## config.mk

```make
export PLATFORM = sky130hd
export DESIGN_NAME = block_classify_ctrl_flat
export DESIGN_NICKNAME = d
export VERILOG_FILES = /design/src/rtl/block_classify_ctrl_pkg.sv /design/src/rtl/block_classify_ctrl_if.sv /design/src/rtl/block_classify_ctrl_bg_update.sv /design/src/rtl/block_classify_ctrl.sv /design/src/flat_wrapper.sv
export SDC_FILE = /design/constraint.sdc
export NUM_CORES = 1
export LEC_CHECK = 0
export ABC_AREA = 1
export CORE_AREA = 2 2 366 368
export CTS_BUF_LIST = sky130_fd_sc_hd__clkbuf_4 sky130_fd_sc_hd__clkbuf_8 sky130_fd_sc_hd__clkbuf_16
export DETAILED_ROUTE_END_ITERATION = 10
export DIE_AREA = 0 0 368 370
export HOLD_SLACK_MARGIN = 0.1
export MAX_ROUTING_LAYER = met4
export PLACE_DENSITY = 0.43
export SETUP_SLACK_MARGIN = 0.05
export SLEW_MARGIN = 20
export SYNTH_ARGS = -nofsm -noshare
export SYNTH_HDL_FRONTEND = slang
export SYNTH_SLANG_ARGS = --single-unit
export TNS_END_PERCENT = 1
```

## constraint.sdc

```tcl
create_clock -name clk -period 1.97 [get_ports clk]
set_input_delay 0.197 -clock clk [delete_from_list [all_inputs] [get_ports clk]]
set_output_delay 0.197 -clock clk [all_outputs]
set_load 0.01 [all_outputs]
```

## src/rtl/block_classify_ctrl_pkg.sv

```systemverilog
// Shared types and constants for the block background-subtraction stage.
package block_pkg;

  localparam int unsigned BLOCK_W        = 128;
  localparam int unsigned PIX_W          = 8;
  localparam int unsigned PIX_PER_BLOCK  = 16;
  localparam int unsigned BG_ALPHA_SHIFT = 3;

  typedef enum logic [2:0] {
    ST_IDLE,
    ST_READ,
    ST_WAIT,
    ST_CLASS,
    ST_WRITE,
    ST_DONE
  } ctrl_state_t;

  // Running-average step: bg + floor((pix - bg) / 2^BG_ALPHA_SHIFT); the
  // true result always lies in 0..255, so the low byte of the sum is exact.
  function automatic logic [PIX_W-1:0] bg_blend(input logic [PIX_W-1:0] pix,
                                                input logic [PIX_W-1:0] bg);
    logic signed [PIX_W:0]   diff;
    logic signed [PIX_W:0]   step;
    logic        [PIX_W:0]   sum;
    diff = $signed({1'b0, pix}) - $signed({1'b0, bg});
    step = diff >>> BG_ALPHA_SHIFT;
    sum  = {1'b0, bg} + step;
    return sum[PIX_W-1:0];
  endfunction

endpackage

```

## src/rtl/block_classify_ctrl_if.sv

```systemverilog
// Block-buffer read port and mask/background write-back port of the sequencer.
interface block_classify_ctrl_if
  import block_pkg::*;
#(
  parameter int unsigned ADDR_W = 15
) ();

  logic               rd_req;
  logic [ADDR_W-1:0]  rd_addr;
  logic               rd_valid;
  logic [BLOCK_W-1:0] rd_pix;
  logic [BLOCK_W-1:0] rd_bg;

  logic               wr_valid;
  logic               wr_ready;
  logic [ADDR_W-1:0]  wr_addr;
  logic [BLOCK_W-1:0] wr_data;

  logic               bg_wr_valid;
  logic [BLOCK_W-1:0] bg_wr_data;

  modport master (
    output rd_req, rd_addr,
    input  rd_valid, rd_pix, rd_bg,
    output wr_valid, wr_addr, wr_data,
    input  wr_ready,
    output bg_wr_valid, bg_wr_data
  );

  modport slave (
    input  rd_req, rd_addr,
    output rd_valid, rd_pix, rd_bg,
    input  wr_valid, wr_addr, wr_data,
    output wr_ready,
    input  bg_wr_valid, bg_wr_data
  );

endinterface

```

## src/rtl/block_classify_ctrl_bg_update.sv

```systemverilog
// Per-byte background update: blend pixels flagged as background (mask byte 0).
module bg_update
  import block_pkg::*;
(
  input  logic [BLOCK_W-1:0] pix,
  input  logic [BLOCK_W-1:0] bg,
  input  logic [BLOCK_W-1:0] bin,
  output logic [BLOCK_W-1:0] bg_next
);

  always_comb begin
    bg_next = bg;
    for (int unsigned i = 0; i < PIX_PER_BLOCK; i++) begin
      if (bin[i*PIX_W +: PIX_W] == '0)
        bg_next[i*PIX_W +: PIX_W] = bg_blend(pix[i*PIX_W +: PIX_W], bg[i*PIX_W +: PIX_W]);
    end
  end

endmodule

```

## src/rtl/block_classify_ctrl.sv

```systemverilog
// Frame sequencer: read block, classify, write mask block, repeat over the frame.
// Optional background write-back enabled by BLOCK_CLASSIFY_BG_UPDATE_EN.
module block_classify_ctrl
  import block_pkg::*;
#(
  parameter int unsigned BLOCKS_X = 40,
  parameter int unsigned BLOCKS_Y = 480,
  parameter int unsigned ADDR_W   = 15
) (
  input  logic               clk,
  input  logic               rst_n,
  input  logic               start,
  input  logic               abort,
  output logic               busy,
  output logic               done,
  output logic [BLOCK_W-1:0] cls_in,
  output logic [BLOCK_W-1:0] cls_bg,
  input  logic [BLOCK_W-1:0] cls_bin,
  block_classify_ctrl_if.master bus
);

  localparam logic [ADDR_W-1:0] LAST_BLK = ADDR_W'(BLOCKS_X * BLOCKS_Y - 1);

  ctrl_state_t       state, state_nxt;
  logic [ADDR_W-1:0] blk_cnt;
  logic [BLOCK_W-1:0] wr_data_q;
  logic              wr_fire;

  assign wr_fire = (state == ST_WRITE) && bus.wr_ready;

  always_ff @(posedge clk or negedge rst_n) begin
    if (!rst_n) state <= ST_IDLE;
    else        state <= state_nxt;
  end

  // Abort wins over rd_valid in WAIT; in WRITE it only takes effect on handshake.
  always_comb begin
    state_nxt = state;
    unique case (state)
      ST_IDLE:  if (start) state_nxt = ST_READ;
      ST_READ:  state_nxt = abort ? ST_IDLE : ST_WAIT;
      ST_WAIT: begin
        if (abort)             state_nxt = ST_IDLE;
        else if (bus.rd_valid) state_nxt = ST_CLASS;
      end
      ST_CLASS: state_nxt = abort ? ST_IDLE : ST_WRITE;
      ST_WRITE: begin
        if (wr_fire) begin
          if (abort)                   state_nxt = ST_IDLE;
          else if (blk_cnt == LAST_BLK) state_nxt = ST_DONE;
          else                         state_nxt = ST_READ;
        end
      end
      ST_DONE:  state_nxt = ST_IDLE;
      default:  state_nxt = ST_IDLE;
    endcase
  end

  always_ff @(posedge clk or negedge rst_n) begin
    if (!rst_n) begin
      blk_cnt   <= '0;
      cls_in    <= '0;
      cls_bg    <= '0;
      wr_data_q <= '0;
    end else begin
      if (state == ST_IDLE && start)
        blk_cnt <= '0;
      else if (state == ST_WRITE && state_nxt == ST_READ)
        blk_cnt <= blk_cnt + 1'b1;

      if (state == ST_WAIT && bus.rd_valid && !abort) begin
        cls_in <= bus.rd_pix;
        cls_bg <= bus.rd_bg;
      end

      if (state == ST_CLASS)
        wr_data_q <= cls_bin;
    end
  end

  assign busy         = (state != ST_IDLE);
  assign done         = (state == ST_DONE);
  assign bus.rd_req   = (state == ST_READ);
  assign bus.rd_addr  = blk_cnt;
  assign bus.wr_valid = (state == ST_WRITE);
  assign bus.wr_addr  = blk_cnt;
  assign bus.wr_data  = wr_data_q;

`ifdef BLOCK_CLASSIFY_BG_UPDATE_EN
  logic [BLOCK_W-1:0] bg_next;
  logic [BLOCK_W-1:0] bg_wr_data_q;

  bg_update u_bg_update (
    .pix     (cls_in),
    .bg      (cls_bg),
    .bin     (cls_bin),
    .bg_next (bg_next)
  );

  always_ff @(posedge clk or negedge rst_n) begin
    if (!rst_n)                bg_wr_data_q <= '0;
    else if (state == ST_CLASS) bg_wr_data_q <= bg_next;
  end

  assign bus.bg_wr_valid = (state == ST_WRITE);
  assign bus.bg_wr_data  = bg_wr_data_q;
`else
  assign bus.bg_wr_valid = 1'b0;
  assign bus.bg_wr_data  = '0;
`endif

endmodule

```

## src/flat_wrapper.sv

```systemverilog
// flat-port wrapper written by rule: the top's interface ports become plain ports
module block_classify_ctrl_flat import block_pkg::*;
#(
  parameter int unsigned BLOCKS_X = 40,
  parameter int unsigned BLOCKS_Y = 480,
  parameter int unsigned ADDR_W   = 15
)
  (clk, rst_n, start, abort, busy, done, cls_in, cls_bg, cls_bin, bus_rd_req, bus_rd_addr, bus_rd_valid, bus_rd_pix, bus_rd_bg, bus_wr_valid, bus_wr_addr, bus_wr_data, bus_wr_ready, bus_bg_wr_valid, bus_bg_wr_data);
  block_classify_ctrl_if #(.ADDR_W(ADDR_W)) bus_i ();
  input  logic clk;
  input  logic rst_n;
  input  logic start;
  input  logic abort;
  output logic busy;
  output logic done;
  output logic [BLOCK_W-1:0] cls_in;
  output logic [BLOCK_W-1:0] cls_bg;
  input  logic [BLOCK_W-1:0] cls_bin;
  output wire logic [$bits(bus_i.rd_req)-1:0] bus_rd_req;
  output wire logic [$bits(bus_i.rd_addr)-1:0] bus_rd_addr;
  input wire logic [$bits(bus_i.rd_valid)-1:0] bus_rd_valid;
  input wire logic [$bits(bus_i.rd_pix)-1:0] bus_rd_pix;
  input wire logic [$bits(bus_i.rd_bg)-1:0] bus_rd_bg;
  output wire logic [$bits(bus_i.wr_valid)-1:0] bus_wr_valid;
  output wire logic [$bits(bus_i.wr_addr)-1:0] bus_wr_addr;
  output wire logic [$bits(bus_i.wr_data)-1:0] bus_wr_data;
  input wire logic [$bits(bus_i.wr_ready)-1:0] bus_wr_ready;
  output wire logic [$bits(bus_i.bg_wr_valid)-1:0] bus_bg_wr_valid;
  output wire logic [$bits(bus_i.bg_wr_data)-1:0] bus_bg_wr_data;
  assign bus_rd_req = bus_i.rd_req;
  assign bus_rd_addr = bus_i.rd_addr;
  assign bus_i.rd_valid = bus_rd_valid;
  assign bus_i.rd_pix = bus_rd_pix;
  assign bus_i.rd_bg = bus_rd_bg;
  assign bus_wr_valid = bus_i.wr_valid;
  assign bus_wr_addr = bus_i.wr_addr;
  assign bus_wr_data = bus_i.wr_data;
  assign bus_i.wr_ready = bus_wr_ready;
  assign bus_bg_wr_valid = bus_i.bg_wr_valid;
  assign bus_bg_wr_data = bus_i.bg_wr_data;
  block_classify_ctrl #(.BLOCKS_X(BLOCKS_X), .BLOCKS_Y(BLOCKS_Y), .ADDR_W(ADDR_W)) u_core (.clk(clk), .rst_n(rst_n), .start(start), .abort(abort), .busy(busy), .done(done), .cls_in(cls_in), .cls_bg(cls_bg), .cls_bin(cls_bin), .bus(bus_i));
endmodule
```

==> out/summary.log <==
INFO  run_status     run_status=complete, no violations
INFO  detailed_routing ant_nets=0
INFO  logic_synthesis synth_edf_count=0
INFO  finish         fillCellCount=14380
INFO  logic_synthesis synthTopCellsByCount=sky130_fd_sc_hd__nand2_1 (445), sky130_fd_sc_hd__dfrtp_1 (402), sky130_fd_sc_hd__mux2_2 (256)
INFO  clock_tree     root_buffer=sky130_fd_sc_hd__clkbuf_16
INFO  detailed_routing post_drt_via_cell_ratio=3.159
INFO  detailed_routing drt_iter0_drc=514
INFO  timing         final_hold_viol_count=0
INFO  timing         max-slew-margin-rel=57.92%
INFO  clock_tree     clock_path_buffers=3
INFO  hold_path      min_from=cls_bin[26]
INFO  logic_synthesis synth.yosys.seq_area_share=60.32%
INFO  clock_tree     tritoncts.num_buffers=50
INFO  logic_synthesis mapped_cells=1411
INFO  logic_synthesis syn_std_cell_area=16680squm
INFO  critical_path  timing.critical_path.required=1770ps
INFO  floorplanning  floorplan.core_area=132500squm
INFO  finish         final_instance_count_without_filler_cells=4192
INFO  global_route   grt_pass1_wl=101600microns
INFO  floorplanning  floorplan.die.height=370microns
INFO  timing         rsz0062_at_grt=yes
INFO  critical_path  timing.critical_path.arrival=1660ps
INFO  timing         final_period_minus_worst_setup_slack=1853ps
INFO  power_and_ir_drop irDropWorstVdd=0.9405mV
INFO  global_route   grt_max_degree=50
INFO  timing         final.setup.tns=0ps
INFO  finish         drive_gt1_share=18.70%
INFO  critical_path  worstPathMaxFanout=5
INFO  global_route   globalRouteTotalUtil=10.53%
INFO  detailed_routing detail_route.wirelength=72520microns
INFO  logic_synthesis syn-mean-instance-area=11.82squm
INFO  timing         worst_case_hold_slack=150.0ps
INFO  logic_synthesis synthMostInstantiatedCell=sky130_fd_sc_hd__nand2_1
INFO  finish         multiInputGateArea=5518squm
INFO  timing         report.final.slew_viol_count=0
INFO  critical_path  path_class=register to output pin
INFO  clock_tree     tritoncts_num_sinks=402
INFO  run            maxCapViolations=0
INFO  clock_tree     clkSlewWorstSetupHoldPaths=60ps
INFO  critical_path  crit_family=buffers and inverters
INFO  hold_path      min-delay-path-class=input port to register
INFO  logic_synthesis synthDominantAreaCellType=sky130_fd_sc_hd__dfrtp_1
INFO  logic_synthesis synth.ff_latch_count=402
INFO  critical_path  cp_slowest_cell=sky130_fd_sc_hd__clkdlybuf4s50_1
INFO  place          final_weighted_congestion_in_routability_driven_placement=0.7852
INFO  finish         syn2layout_area_growth=77.24%
INFO  floorplanning  floorplan.die_area=136200squm
INFO  logic_synthesis synth.top_cells.by_area=sky130_fd_sc_hd__dfrtp_1 (60%), sky130_fd_sc_hd__mux2_2 (17%), sky130_fd_sc_hd__nand2_1 (10%)
INFO  timing         tightestPinTransition=631.2ps
INFO  timing         period_share=94.06%
INFO  detailed_routing routedWlPerCell=17.30microns
INFO  place          hpwl=57260microns
INFO  logic_synthesis synth_largest_type_area_fraction=60.32%
INFO  logic_synthesis synthesis.yosys.warnings=0
INFO  detailed_routing via_count=13240
INFO  finish         layout.nets=2768
INFO  global_route   grt_pass1_vias=13970
INFO  power_and_ir_drop p_leak=13.16nW
INFO  clock_tree     clock_latency_reported_for_the_late_side_of_the_worst_skew_pair=620ps
INFO  critical_path  r2r_start=u_core.state[2]$_DFF_PN0_
INFO  place          count_of_placed_standard_cells_including_taps=3984
INFO  timing         skew=10.16ps
INFO  clock_tree     tritoncts=yes
INFO  detailed_routing remaining_drc_errors=0
INFO  floorplanning  die_width=368microns
INFO  critical_path  crit_path_cell_trace=clkdlybuf4s50_1
INFO  finish         final_core_density=22.32%
INFO  place          port_buffers=807
INFO  critical_path  crit_start=u_core.bus.rd_addr[14]$_DFFE_PN0P_
INFO  logic_synthesis synthArstFlopShare=100.0%
INFO  detailed_routing drt_pass1_iterations=4
INFO  timing         setup-violations-final=0
INFO  global_route   antenna_violations_before_repair=14
INFO  critical_path  cp_slowest_stage_delay=590ps
INFO  global_route   grt_overflow=0
INFO  critical_path  worst-path-buf-inv=1
INFO  clock_tree     h-tree-depth=2
INFO  floorplanning  placementRows=134
INFO  power_and_ir_drop report.power.total=41.61mW
INFO  timing         fmaxAchievable=0.5396GHz
INFO  power_and_ir_drop p_per_area=1408nW/um^2
INFO  floorplanning  num_io_pins=937
INFO  logic_synthesis synth_flop_cell=sky130_fd_sc_hd__dfrtp_1
INFO  critical_path  worst_setup_path_start_kind=register
INFO  logic_synthesis synth_cell_type_count=26
INFO  finish         sequential_cell_area=10070squm
INFO  floorplanning  floorplan.initialDensity=12.59%
INFO  critical_path  end_kind=output pin
==> layout by cell type (no fill, tap or decap), types with 3 or more instances in the layout <==
master	instances
sky130_fd_sc_hd__inv_2	4
sky130_fd_sc_hd__nand3_1	22
sky130_fd_sc_hd__mux2_2	256
sky130_fd_sc_hd__dfrtp_2	6
sky130_fd_sc_hd__conb_1	129
sky130_fd_sc_hd__dlygate4sd3_1	105
sky130_fd_sc_hd__buf_12	20
sky130_fd_sc_hd__dlymetal6s2s_1	7
sky130_fd_sc_hd__dlygate4sd2_1	36
sky130_fd_sc_hd__clkinv_2	6
sky130_fd_sc_hd__clkbuf_16	50
sky130_fd_sc_hd__xnor2_1	3
sky130_fd_sc_hd__inv_1	17
sky130_fd_sc_hd__nand2_1	444
sky130_fd_sc_hd__clkbuf_4	15
sky130_fd_sc_hd__buf_4	57
sky130_fd_sc_hd__dfrtp_1	396
sky130_fd_sc_hd__clkdlybuf4s50_1	759
sky130_fd_sc_hd__diode_2	7
sky130_fd_sc_hd__nor3_1	3
sky130_fd_sc_hd__nand4_1	3
sky130_fd_sc_hd__xor2_1	8
sky130_fd_sc_hd__nor2_1	27
sky130_fd_sc_hd__clkbuf_8	14
==> final cells by class <==
class | instances | share of cell area (%)
Antenna cell | 7 | 0.05926
Clock buffer | 79 | 5.265
Clock inverter | 13 | 0.5460
Inverter | 22 | 0.2878
Multi-Input combinational cell | 911 | 18.67
Sequential cell | 402 | 34.06
Tap cell | 1768 | 7.483
Timing Repair Buffer | 990 | 33.64
==> cell families (layout without fill, tap and decap cells) <==
| family | Yosys count | count (layout) | share of synthesized area [%] |
|---|---|---|---|
| simple gates | 512 | 512 | 12.00 |
| flops | 402 | 402 | 60.32 |
| mux | 256 | 256 | 17.28 |
| buf+inv | 226 | 1104 | 9.662 |
| xor+xnor | 11 | 11 | 0.5777 |
| compound gates | 2 | 2 | 0.05996 |
| fa+ha+maj | 1 | 1 | 0.07501 |
| other cells | 1 | 136 | 0.02248 |
==> per-stage QoR <==
stage                     setup WS [ps]  instance area [sq um]
after floorplan                   237.0                  17160
after global placement            40.50                  26750
after detailed placement          11.59                  26750
after CTS                        -48.21                  29490
after global routing              48.38                  29560
final                             116.9                  29560
==> state kept, by name (all words and copies together) (netlist names) <==
signal and flops:
u_core.bus.wr_data 128, u_core.cls_bg 128, u_core.cls_in 128, u_core.bus.rd_addr 15, u_core.state 3
==> repair_timing <==
action,in CTS,in global routing
resized for setup,57,15
hold buffers,105,0
setup endpoints to repair,44,20
buffers inserted,1,3
pin swaps,0,1
hold endpoints to repair,506,0
==> routing by layer <==
metal / wire (microns) / track usage [%] / vias up
met5: 0 / - / -
met2: 34430 / 16.85 / 552
met3: 6053 / 3.339 / 80
met4: 1512 / 2.669 / 0
li1: - / - / 6217
met1: 30520 / 12.78 / 6392
==> path summary, 6_finish.rpt <==
check,endpoint,slack [ps],cells after the start
max,bus_wr_addr[14],120,1
max reg2reg,u_core.cls_bg[40]$_DFFE_PN0P_,160,5
min in group asynchronous,u_core.cls_bg[119]$_DFFE_PN0P_,160,2
min,u_core.bus.wr_data[26]$_DFFE_PN0N_,150,3
max in group asynchronous,u_core.cls_bg[2]$_DFFE_PN0P_,1080,3
min reg2reg,u_core.bus.wr_data[73]$_DFFE_PN0N_,470,2
==> where the power goes <==
part	total (mW)	internal, mW	switching [mW]
logic	17.7	10.1	7.61
clock network	9.60	5.71	3.90
registers	14.3	12.2	2.15
total	41.6	27.9	13.7
No activity file was read; power rests on OpenSTA's default activity.
